<file path="src/rtl/hood_pkg.sv">
// -----------------------------------------------------------------------------
// hood_pkg
// Shared definitions for the range hood session scheduler:
//   - state encoding (OFF / ON / CLEAN), matching the 2-bit `state` output
//   - default values for the scheduler timing parameters
//   - saturation limit of the 16-bit fan working-time accumulator
// No ports (package).
// -----------------------------------------------------------------------------
package hood_pkg;

    typedef enum logic [1:0] {
        ST_OFF   = 2'b00,
        ST_ON    = 2'b01,
        ST_CLEAN = 2'b10
    } hood_state_t;

    localparam int unsigned DEF_CLEAN_SECS      = 180;
    localparam int unsigned DEF_IDLE_OFF_SECS   = 60;
    localparam int unsigned DEF_WORK_LIMIT_SECS = 36000;

    localparam logic [15:0] WORK_SAT = 16'hFFFF;

endpackage

</file>
<file path="src/rtl/tick_countdown.sv">
// -----------------------------------------------------------------------------
// tick_countdown
// 8-bit loadable down-counter stepped by a once-per-second tick enable.
// A load always wins over a tick on the same cycle. The counter stops at 0.
//
// Ports:
//   clk        in   system clock
//   rst_n      in   asynchronous active-low reset (count -> 0)
//   load       in   load `load_value` on the next edge
//   load_value in   8-bit value to load
//   tick_en    in   decrement by one on the next edge (when not loading)
//   count      out  current count (registered)
//   expire     out  tick_en while count == 1, i.e. this tick ends the count
// -----------------------------------------------------------------------------
module tick_countdown (
    input  logic       clk,
    input  logic       rst_n,
    input  logic       load,
    input  logic [7:0] load_value,
    input  logic       tick_en,
    output logic [7:0] count,
    output logic       expire
);

    assign expire = tick_en && (count == 8'd1);

    always_ff @(posedge clk or negedge rst_n) begin
        if (!rst_n) begin
            count <= 8'd0;
        end else if (load) begin
            count <= load_value;
        end else if (tick_en && (count != 8'd0)) begin
            count <= count - 8'd1;
        end
    end

endmodule

</file>
<file path="src/rtl/hood_session_scheduler.sv">
// -----------------------------------------------------------------------------
// hood_session_scheduler
// Power and session scheduler for the range hood. Owns the on/off state fed to
// the fan-mode block, powers off after a period of fan inactivity, sequences a
// timed self-clean cycle and accumulates fan working time for a cleaning
// reminder.
//
// Build option:
//   HOOD_AUTO_OFF_EN  defined   -> idle auto-off counter is built and active
//                     undefined -> ON never times out, idle_countdown reads 0
//
// Parameters:
//   CLEAN_SECS       self-clean duration in seconds (1..255)
//   IDLE_OFF_SECS    fan-idle seconds before auto power-off (1..255)
//   WORK_LIMIT_SECS  accumulated fan seconds that raise the reminder (1..65535)
//
// Ports:
//   clk              in   system clock
//   rst_n            in   asynchronous active-low reset
//   tick_1hz         in   one-cycle pulse per second
//   power_key        in   debounced power key press pulse
//   clean_key        in   debounced clean key press pulse
//   fan_busy         in   fan block busy flag
//   fan_cd_active    in   fan block countdown in progress
//   is_on            out  machine powered (to fan block is_on)
//   state            out  00 OFF, 01 ON, 10 CLEAN
//   clean_active     out  self-clean actuator enable
//   clean_countdown  out  remaining clean seconds (0 outside CLEAN)
//   idle_countdown   out  remaining seconds to auto-off (0 outside ON)
//   work_seconds     out  accumulated fan seconds, saturating
//   clean_reminder   out  work_seconds >= WORK_LIMIT_SECS, one cycle behind
// -----------------------------------------------------------------------------
module hood_session_scheduler
    import hood_pkg::*;
#(
    parameter int unsigned CLEAN_SECS      = DEF_CLEAN_SECS,
    parameter int unsigned IDLE_OFF_SECS   = DEF_IDLE_OFF_SECS,
    parameter int unsigned WORK_LIMIT_SECS = DEF_WORK_LIMIT_SECS
) (
    input  logic        clk,
    input  logic        rst_n,
    input  logic        tick_1hz,
    input  logic        power_key,
    input  logic        clean_key,
    input  logic        fan_busy,
    input  logic        fan_cd_active,
    output logic        is_on,
    output logic [1:0]  state,
    output logic        clean_active,
    output logic [7:0]  clean_countdown,
    output logic [7:0]  idle_countdown,
    output logic [15:0] work_seconds,
    output logic        clean_reminder
);

    localparam logic [7:0]  CLEAN_V = 8'(CLEAN_SECS);
    localparam logic [7:0]  IDLE_V  = 8'(IDLE_OFF_SECS);
    localparam logic [15:0] LIMIT_V = 16'(WORK_LIMIT_SECS);

    hood_state_t state_q;
    hood_state_t state_next;

    logic clean_start;
    logic clean_done;
    logic clean_expire;
    logic clean_load;
    logic clean_tick;
    logic [7:0] clean_load_value;
    logic idle_expire;

    // Next-state logic. Key-driven transitions are checked before the
    // tick-driven ones so a key always beats a tick on the same cycle.
    always_comb begin
        state_next  = state_q;
        clean_start = 1'b0;
        clean_done  = 1'b0;
        case (state_q)
            ST_OFF: begin
                if (power_key) begin
                    state_next = ST_ON;
                end
            end
            ST_ON: begin
                // A running fan countdown must never be cut by the power key.
                if (power_key && !fan_cd_active) begin
                    state_next = ST_OFF;
                end else if (clean_key && !fan_busy) begin
                    state_next  = ST_CLEAN;
                    clean_start = 1'b1;
                end else if (idle_expire) begin
                    state_next = ST_OFF;
                end
            end
            ST_CLEAN: begin
                if (power_key) begin
                    state_next = ST_OFF;
                end else if (clean_expire) begin
                    state_next = ST_ON;
                    clean_done = 1'b1;
                end
            end
            default: begin
                state_next = ST_OFF;
            end
        endcase
    end

    // The counters are loaded with 0 whenever the scheduler is not in their
    // state, so their registered count can drive the outputs directly.
    assign clean_tick       = (state_q == ST_CLEAN) && tick_1hz;
    assign clean_load       = clean_start || (state_next != ST_CLEAN);
    assign clean_load_value = clean_start ? CLEAN_V : 8'd0;

    tick_countdown u_clean_cnt (
        .clk        (clk),
        .rst_n      (rst_n),
        .load       (clean_load),
        .load_value (clean_load_value),
        .tick_en    (clean_tick),
        .count      (clean_countdown),
        .expire     (clean_expire)
    );

`ifdef HOOD_AUTO_OFF_EN
    logic       idle_reload;
    logic       idle_load;
    logic       idle_tick;
    logic [7:0] idle_load_value;

    // Reload on power-up, on return from CLEAN, and on every cycle the fan
    // is busy while staying ON.
    assign idle_reload = ((state_q == ST_OFF) && power_key)
                      || ((state_q == ST_ON) && (state_next == ST_ON) && fan_busy)
                      || clean_done;
    assign idle_tick       = (state_q == ST_ON) && !fan_busy && tick_1hz;
    assign idle_load       = idle_reload || (state_next != ST_ON);
    assign idle_load_value = idle_reload ? IDLE_V : 8'd0;

    tick_countdown u_idle_cnt (
        .clk        (clk),
        .rst_n      (rst_n),
        .load       (idle_load),
        .load_value (idle_load_value),
        .tick_en    (idle_tick),
        .count      (idle_countdown),
        .expire     (idle_expire)
    );
`else
    assign idle_expire    = 1'b0;
    assign idle_countdown = 8'd0;
`endif

    assign state = state_q;

    // is_on and clean_active are registered from the next state so they
    // change on the same edge as `state`.
    always_ff @(posedge clk or negedge rst_n) begin
        if (!rst_n) begin
            state_q        <= ST_OFF;
            is_on          <= 1'b0;
            clean_active   <= 1'b0;
            work_seconds   <= 16'd0;
            clean_reminder <= 1'b0;
        end else begin
            state_q      <= state_next;
            is_on        <= (state_next != ST_OFF);
            clean_active <= (state_next == ST_CLEAN);
            // A completed clean resets the accumulator and the reminder at
            // once instead of waiting for the lagging compare.
            if (clean_done) begin
                work_seconds   <= 16'd0;
                clean_reminder <= 1'b0;
            end else begin
                if ((state_q == ST_ON) && tick_1hz && fan_busy
                    && (work_seconds != WORK_SAT)) begin
                    work_seconds <= work_seconds + 16'd1;
                end
                clean_reminder <= (work_seconds >= LIMIT_V);
            end
        end
    end

endmodule
</file>
<file path="config.mk">
export PLATFORM = sky130hd
export DESIGN_NAME = hood_session_scheduler
export DESIGN_NICKNAME = d
export VERILOG_FILES = /design/src/rtl/hood_pkg.sv /design/src/rtl/tick_countdown.sv /design/src/rtl/hood_session_scheduler.sv
export SDC_FILE = /design/constraint.sdc
export NUM_CORES = 1
export LEC_CHECK = 0
export CORE_MARGIN = 1.5
export CORE_UTILIZATION = 45
export DETAILED_ROUTE_END_ITERATION = 10
export GPL_ROUTABILITY_DRIVEN = 0
export PLACE_DENSITY = 0.77
export SLEW_MARGIN = 25
export SYNTH_ARGS = -nofsm -noshare
export SYNTH_HDL_FRONTEND = slang
export SYNTH_SLANG_ARGS = --single-unit
</file>
<file path="constraint.sdc">
create_clock -name clk -period 1.8 [get_ports clk]
set_input_delay 0.27 -clock clk [delete_from_list [all_inputs] [get_ports clk]]
set_output_delay 0.27 -clock clk [all_outputs]
set_load 0.02 [all_outputs]
</file>
* After elaboration in Yosys (flattened, before gate mapping) *
Index checks and enable logic that the tools add are counted.

word-level totals
  logic and storage cells = 49
  input port bits = 7
  flip-flop bits (word level) = 29
  output and inout bits = 37

cells by class
  add/subtract/negate cells = 2
  reduce and logical (&&, ||, !) cells = 16
  order comparisons = 1
  equality and inequality tests = 6
  muxes and demuxes = 18

operators by type and width
  cell                                                                    number
  16-bit 2-to-1 mux                                                       2
  8-bit 2-to-1 mux                                                        3
  16-bit by 1-bit adder with 16-bit output (second input constant)        1
  16-bit greater-or-equal comparator (second input constant)              1
  16-bit != test (second input constant)                                  1
  2-bit 2-to-1 mux                                                        5
  8-bit by 1-bit equality test with 1-bit output (second input constant)  1
  1-bit logical AND                                                       8
  8-bit nonzero test                                                      1
  8-bit by 1-bit subtractor with 8-bit output (second input constant)     1
  1-bit 2-to-1 mux                                                        7
  2-bit one-hot mux with 3 select lines                                   1
  2-bit nonzero test                                                      3
  2-bit equality test (second input constant)                             2
  2-bit by 1-bit equality test with 1-bit output (second input constant)  1
  1-bit zero test                                                         2
  2-bit zero test                                                         1
  2-bit != test (second input constant)                                   1
  1-bit logical OR                                                        1

* Depth between registers and ports, before layout *
  depth after elaboration = 9
  depth in mapped cells = 7
  depth with buffers taken out = 6

* Hierarchy *
Synthesis repeated with hierarchy kept, for this count alone.

unflattened totals
  cell total of the unflattened synthesis = 207
  area, all modules = 1886.8 µm²

by module, submodules not included
  module                  instances  seq. area each (µm²)  cells each  area an instance (µm²)
  hood_session_scheduler  1          525.5                 143         1316.3
  tick_countdown          1          200.2                 64          570.5

* Worst setup path after synthesis *
OpenSTA, ideal clock, no wires.

  kind = reg2reg
  start point = reg u_clean_cnt.count[1]
  end point = reg work_seconds[12]
  cell stages (with the launch flop) = 8
  period minus slack after synthesis = 2003 ps
  buffers on the path = 1
  library setup time = 133 ps
  data arrival time = 1869 ps
  slack = -203 ps
  required time = 1667 ps
  cells stage by stage = dfrtp_1 inv_1 ha_1 nor4bb_1 nand3_1 clkbuf_1 o311ai_0 nand2_1

on the way
  cells in the longest elaborated chain, start to end = 6
  elaborated cells on any way between the ends = 7
  those cells by class = 1 x eq/ne; 4 x mux; 2 x reduce/logical

RTL lines
  item                                                            line                           text
  from (decl)                                                     tick_countdown.sv:21           output logic [7:0] count,
  from (signal assigned)                                          tick_countdown.sv:31           count <= load_value;
  from (signal assigned)                                          tick_countdown.sv:33           count <= count - 8'd1;
  8-bit by 1-bit equality test with 1-bit output (*)              tick_countdown.sv:25           assign expire = tick_en && (count == 8'd1);
  1-bit logical AND (*)                                           tick_countdown.sv:25
  1-bit 2-to-1 mux (*)                                            hood_session_scheduler.sv:97   end else if (clean_expire) begin
  1-bit 2-to-1 mux (*)                                            hood_session_scheduler.sv:95   if (power_key) begin
  1-bit 2-to-1 mux (*)                                            hood_session_scheduler.sv:77   case (state_q)
  16-bit 2-to-1 mux / 2-bit nonzero test (equally long branches)  --
  to (signal assigned)                                            hood_session_scheduler.sv:176  work_seconds <= work_seconds + 16'd1;
  to (decl)                                                       hood_session_scheduler.sv:52   output logic [15:0] work_seconds,

Mark *: on every way between the ends. The rest lies on a longest branch, timed or not.
A chain may end at the register's enable or synchronous reset.

* Worst setup path after layout *
  start point = reg u_clean_cnt.count[2]
  end point = reg u_clean_cnt.count[7]

on the way
  cells in the longest elaborated chain, start to end = 8
  elaborated cells on any way between the ends = 13
  those cells by class = 1 x add/sub; 2 x eq/ne; 5 x mux; 5 x reduce/logical

RTL lines
  item                                                           line                           text
  8-bit by 1-bit equality test with 1-bit output                 tick_countdown.sv:25
  1-bit logical AND                                              tick_countdown.sv:25
  2-bit 2-to-1 mux                                               hood_session_scheduler.sv:97
  2-bit 2-to-1 mux                                               hood_session_scheduler.sv:95
  2-bit one-hot mux with 3 select lines                          hood_session_scheduler.sv:77
  2-bit != test                                                  hood_session_scheduler.sv:111  assign clean_load = clean_start || (state_next != ST_CLEAN);
  1-bit logical OR                                               hood_session_scheduler.sv:111
  8-bit 2-to-1 mux / 2-bit nonzero test (equally long branches)  --

Several ways; a longest one is shown, not always the timed one. The select of a mux whose other input is x is not followed.

==> flow_summary.ini <==
[route]
drtIter0Drc = 89
wl_per_cell_um = 14.05
drc = 0
dr_total_vias = 1714
vias_per_cell = 5.459
dr.pass1.iters = 4
ant_nets = 0
wirelength_um = 4412

[setup_path]
r2r_end = u_clean_cnt.count[7]$_DFFE_PN0P_
required_ps = 1960
end_kind = flip-flop
start_kind = flip-flop
critPathMaxFanout = 7
worstReg2RegStart = u_clean_cnt.count[2]$_DFFE_PN0P_
r2r_slack_ps = 70
ff2ff_path_depth = 5
crit_type = reg -> reg
arrival_ps = 1890

[global_routing]
grt_max_degree = 30
grt.overflow.total = 0
grt_pass1_wl_um = 7458
grt_usage_pct = 22.08
antenna_found_initial = 0
grt_pass1_vias = 1585

[clock_network]
cts-root-buf = clkbuf_8
path_clk_slew_ps = 60
numCtsBuffers = 5
htree_levels = 2
clk_path_buf_depth = 2
cts_sinks = 29
clk-insertion-delay-late_ps = 270
cts_tree = yes

[place]
preCtsSetupSlack_ps = -179.2
dp_hpwl_um = 3286
port_buffers = 35
postPlaceCellArea_um2 = 2437

[sta]
timing.setup.tns_ps = 0
clock.fmax_mhz = 578.3
relSlewSlack_pct = 55.02
fin_crit_sh_pct = 96.07
final.min_clock_period_ps = 1729
drv_slew = 0
setup_viol = 0
setup_ws_ps = 70.76
skew_ps = 4.363
worst_pin_slew_ps = 669.0
fin_hold_ws_ps = 384.6
hold_viol = 0

[synth]
synthTopCellsByArea = dfrtp_1, mux2i_1, nand2_1
synth_compound_area_share_pct = 14.72
avgSynthCellArea_um2 = 9.332
synth-seq-area-share_pct = 40.08
synthMostInstantiatedCell = dfrtp_1
synth-simple-area-share_pct = 26.12
synth_cell_type_count = 46
synthAdderAreaFrac_pct = 3.455
synth.top_cell.area_share_pct = 40.08
synth_common_cells = dfrtp_1, nand2_1, mux2i_1
synth.cell_area_um2 = 1810
synth_top_area_cell = dfrtp_1
synthMuxAreaShare_pct = 7.326
synth_edf_count = 0
synth-xor-area-share_pct = 0.9675
postSynthCellCount = 194
synth_top_family_by_area = simple AND/OR/NAND/NOR gates
async_flop_share_pct = 100.0
synth-seq-cells = 29
ys.flop_type = dfrtp_1
yosysWarnings = 0

[power]
leakage_nw = 1.142
peakVddDrop_uv = 889.7
p_per_area_nw_per_um2 = 740.9

[floorplan]
die_area_um2 = 4413
fp.dieW_um = 66.43
coreArea_um2 = 3771
ios = 44
rows = 22
die_h_um = 66.43
start_util_pct = 48.01

[worst_hold_path]
hold_path_class = in -> async

[job]
cap_viol_max_count = 0

[final_layout]
fill_cells = 310
antenna_cells = 0
fin_nets = 277
fin_area_um2 = 2570
syn_to_final_growth_pct = 41.95
final_layout_size_suffix_gt1_share_pct = 24.44

[run_status]
status = finished clean
[final cells by class]
cell class              count  area [um2]  area share [%]
clock buffers               8       80.08           3.116
inverters                   9       33.78           1.315
multi-input cells         149        1044           40.60
flip-flops and latches     29       732.0           28.48
well taps                  48       60.06           2.337
repair buffers             71       620.6           24.15
[worst max-delay path by stage]
stage / from / to / slack [ps] / depth (start not counted)
final: u_clean_cnt.count[2]$_DFFE_PN0P_ / u_clean_cnt.count[7]$_DFFE_PN0P_ / 70 / 5
after global routing: u_clean_cnt.count[6]$_DFFE_PN0P_ / u_clean_cnt.count[7]$_DFFE_PN0P_ / -6 / 5
after CTS: u_clean_cnt.count[0]$_DFFE_PN0P_ / u_clean_cnt.count[7]$_DFFE_PN0P_ / 50 / 7
after global placement: tick_1hz / work_seconds[12]$_DFFE_PN0P_ / -140 / 5
after detailed placement: tick_1hz / work_seconds[12]$_DFFE_PN0P_ / -180 / 5
after floorplan: u_clean_cnt.count[1]$_DFFE_PN0P_ / work_seconds[9]$_DFFE_PN0P_ / -20 / 7
[sequential cells by signal (all words and copies together) (netlist names)]
name	flops
state	2
clean_reminder	1
work_seconds	16
clean_active	1
is_on	1
u_clean_cnt.count	8
[critical path: stages (launching register included)]
cell and delay, ps:
dfrtp_1 460, nor3_2 310, a31oi_1 170, buf_4 190
or3_1 300, and3_1 190
[report_power, final]
group          leakage (nW)  switching, mW  internal [mW]
clock network        0.0395          0.224          0.274
logic                 0.724          0.310          0.286
registers             0.379         0.0879          0.723
[placed cells by master, fill, tap and decap left out, types with 3 or more instances in the layout]
cell / instances
buf_4: 36
clkdlybuf4s50_1: 35
dfrtp_1: 24
nand2_1: 18
mux2i_1: 11
a21oi_1: 8
o21ai_0: 8
nand3_1: 8
nor2_1: 8
conb_1: 8
inv_1: 7
nor4_1: 6
a211oi_1: 5
and3_1: 5
clkbuf_8: 5
dfrtp_2: 5
o31ai_1: 4
nor3_1: 4
nand2b_1: 4
and4_1: 3
nand4_1: 3
nand4b_1: 3
or4_1: 3
ha_2: 3
clkbuf_1: 3
[per-layer routing]
layer,track usage (%),share of wire (%)
met5,0,0
met4,5.867,1.2
met3,3.578,5.0
met2,34.00,47
met1,32.11,46
[repair_timing]
item	CTS	global route
endpoints found under the setup margin	3	16
buffers inserted	0	2
hold buffers	0	0
pin swaps	0	1
gates resized for setup	1	9
gates cloned	0	0
[cell families after synthesis]
kind of cell	after synthesis
simple gates	82
flops	29
fa+ha+maj	5
compound gates	39
buf+inv	23
other cells	1
mux	13
xor+xnor	2
[stage by stage]
stage	util (%)	cells	power, mW
after global routing	68.15	314	2.017
after detailed placement	64.63	304	1.400
after global placement	64.63	304	1.382
final	68.15	314	1.904
after floorplan	-	201	1.127
after CTS	66.92	312	1.895
(Power assumes the default switching activity.)
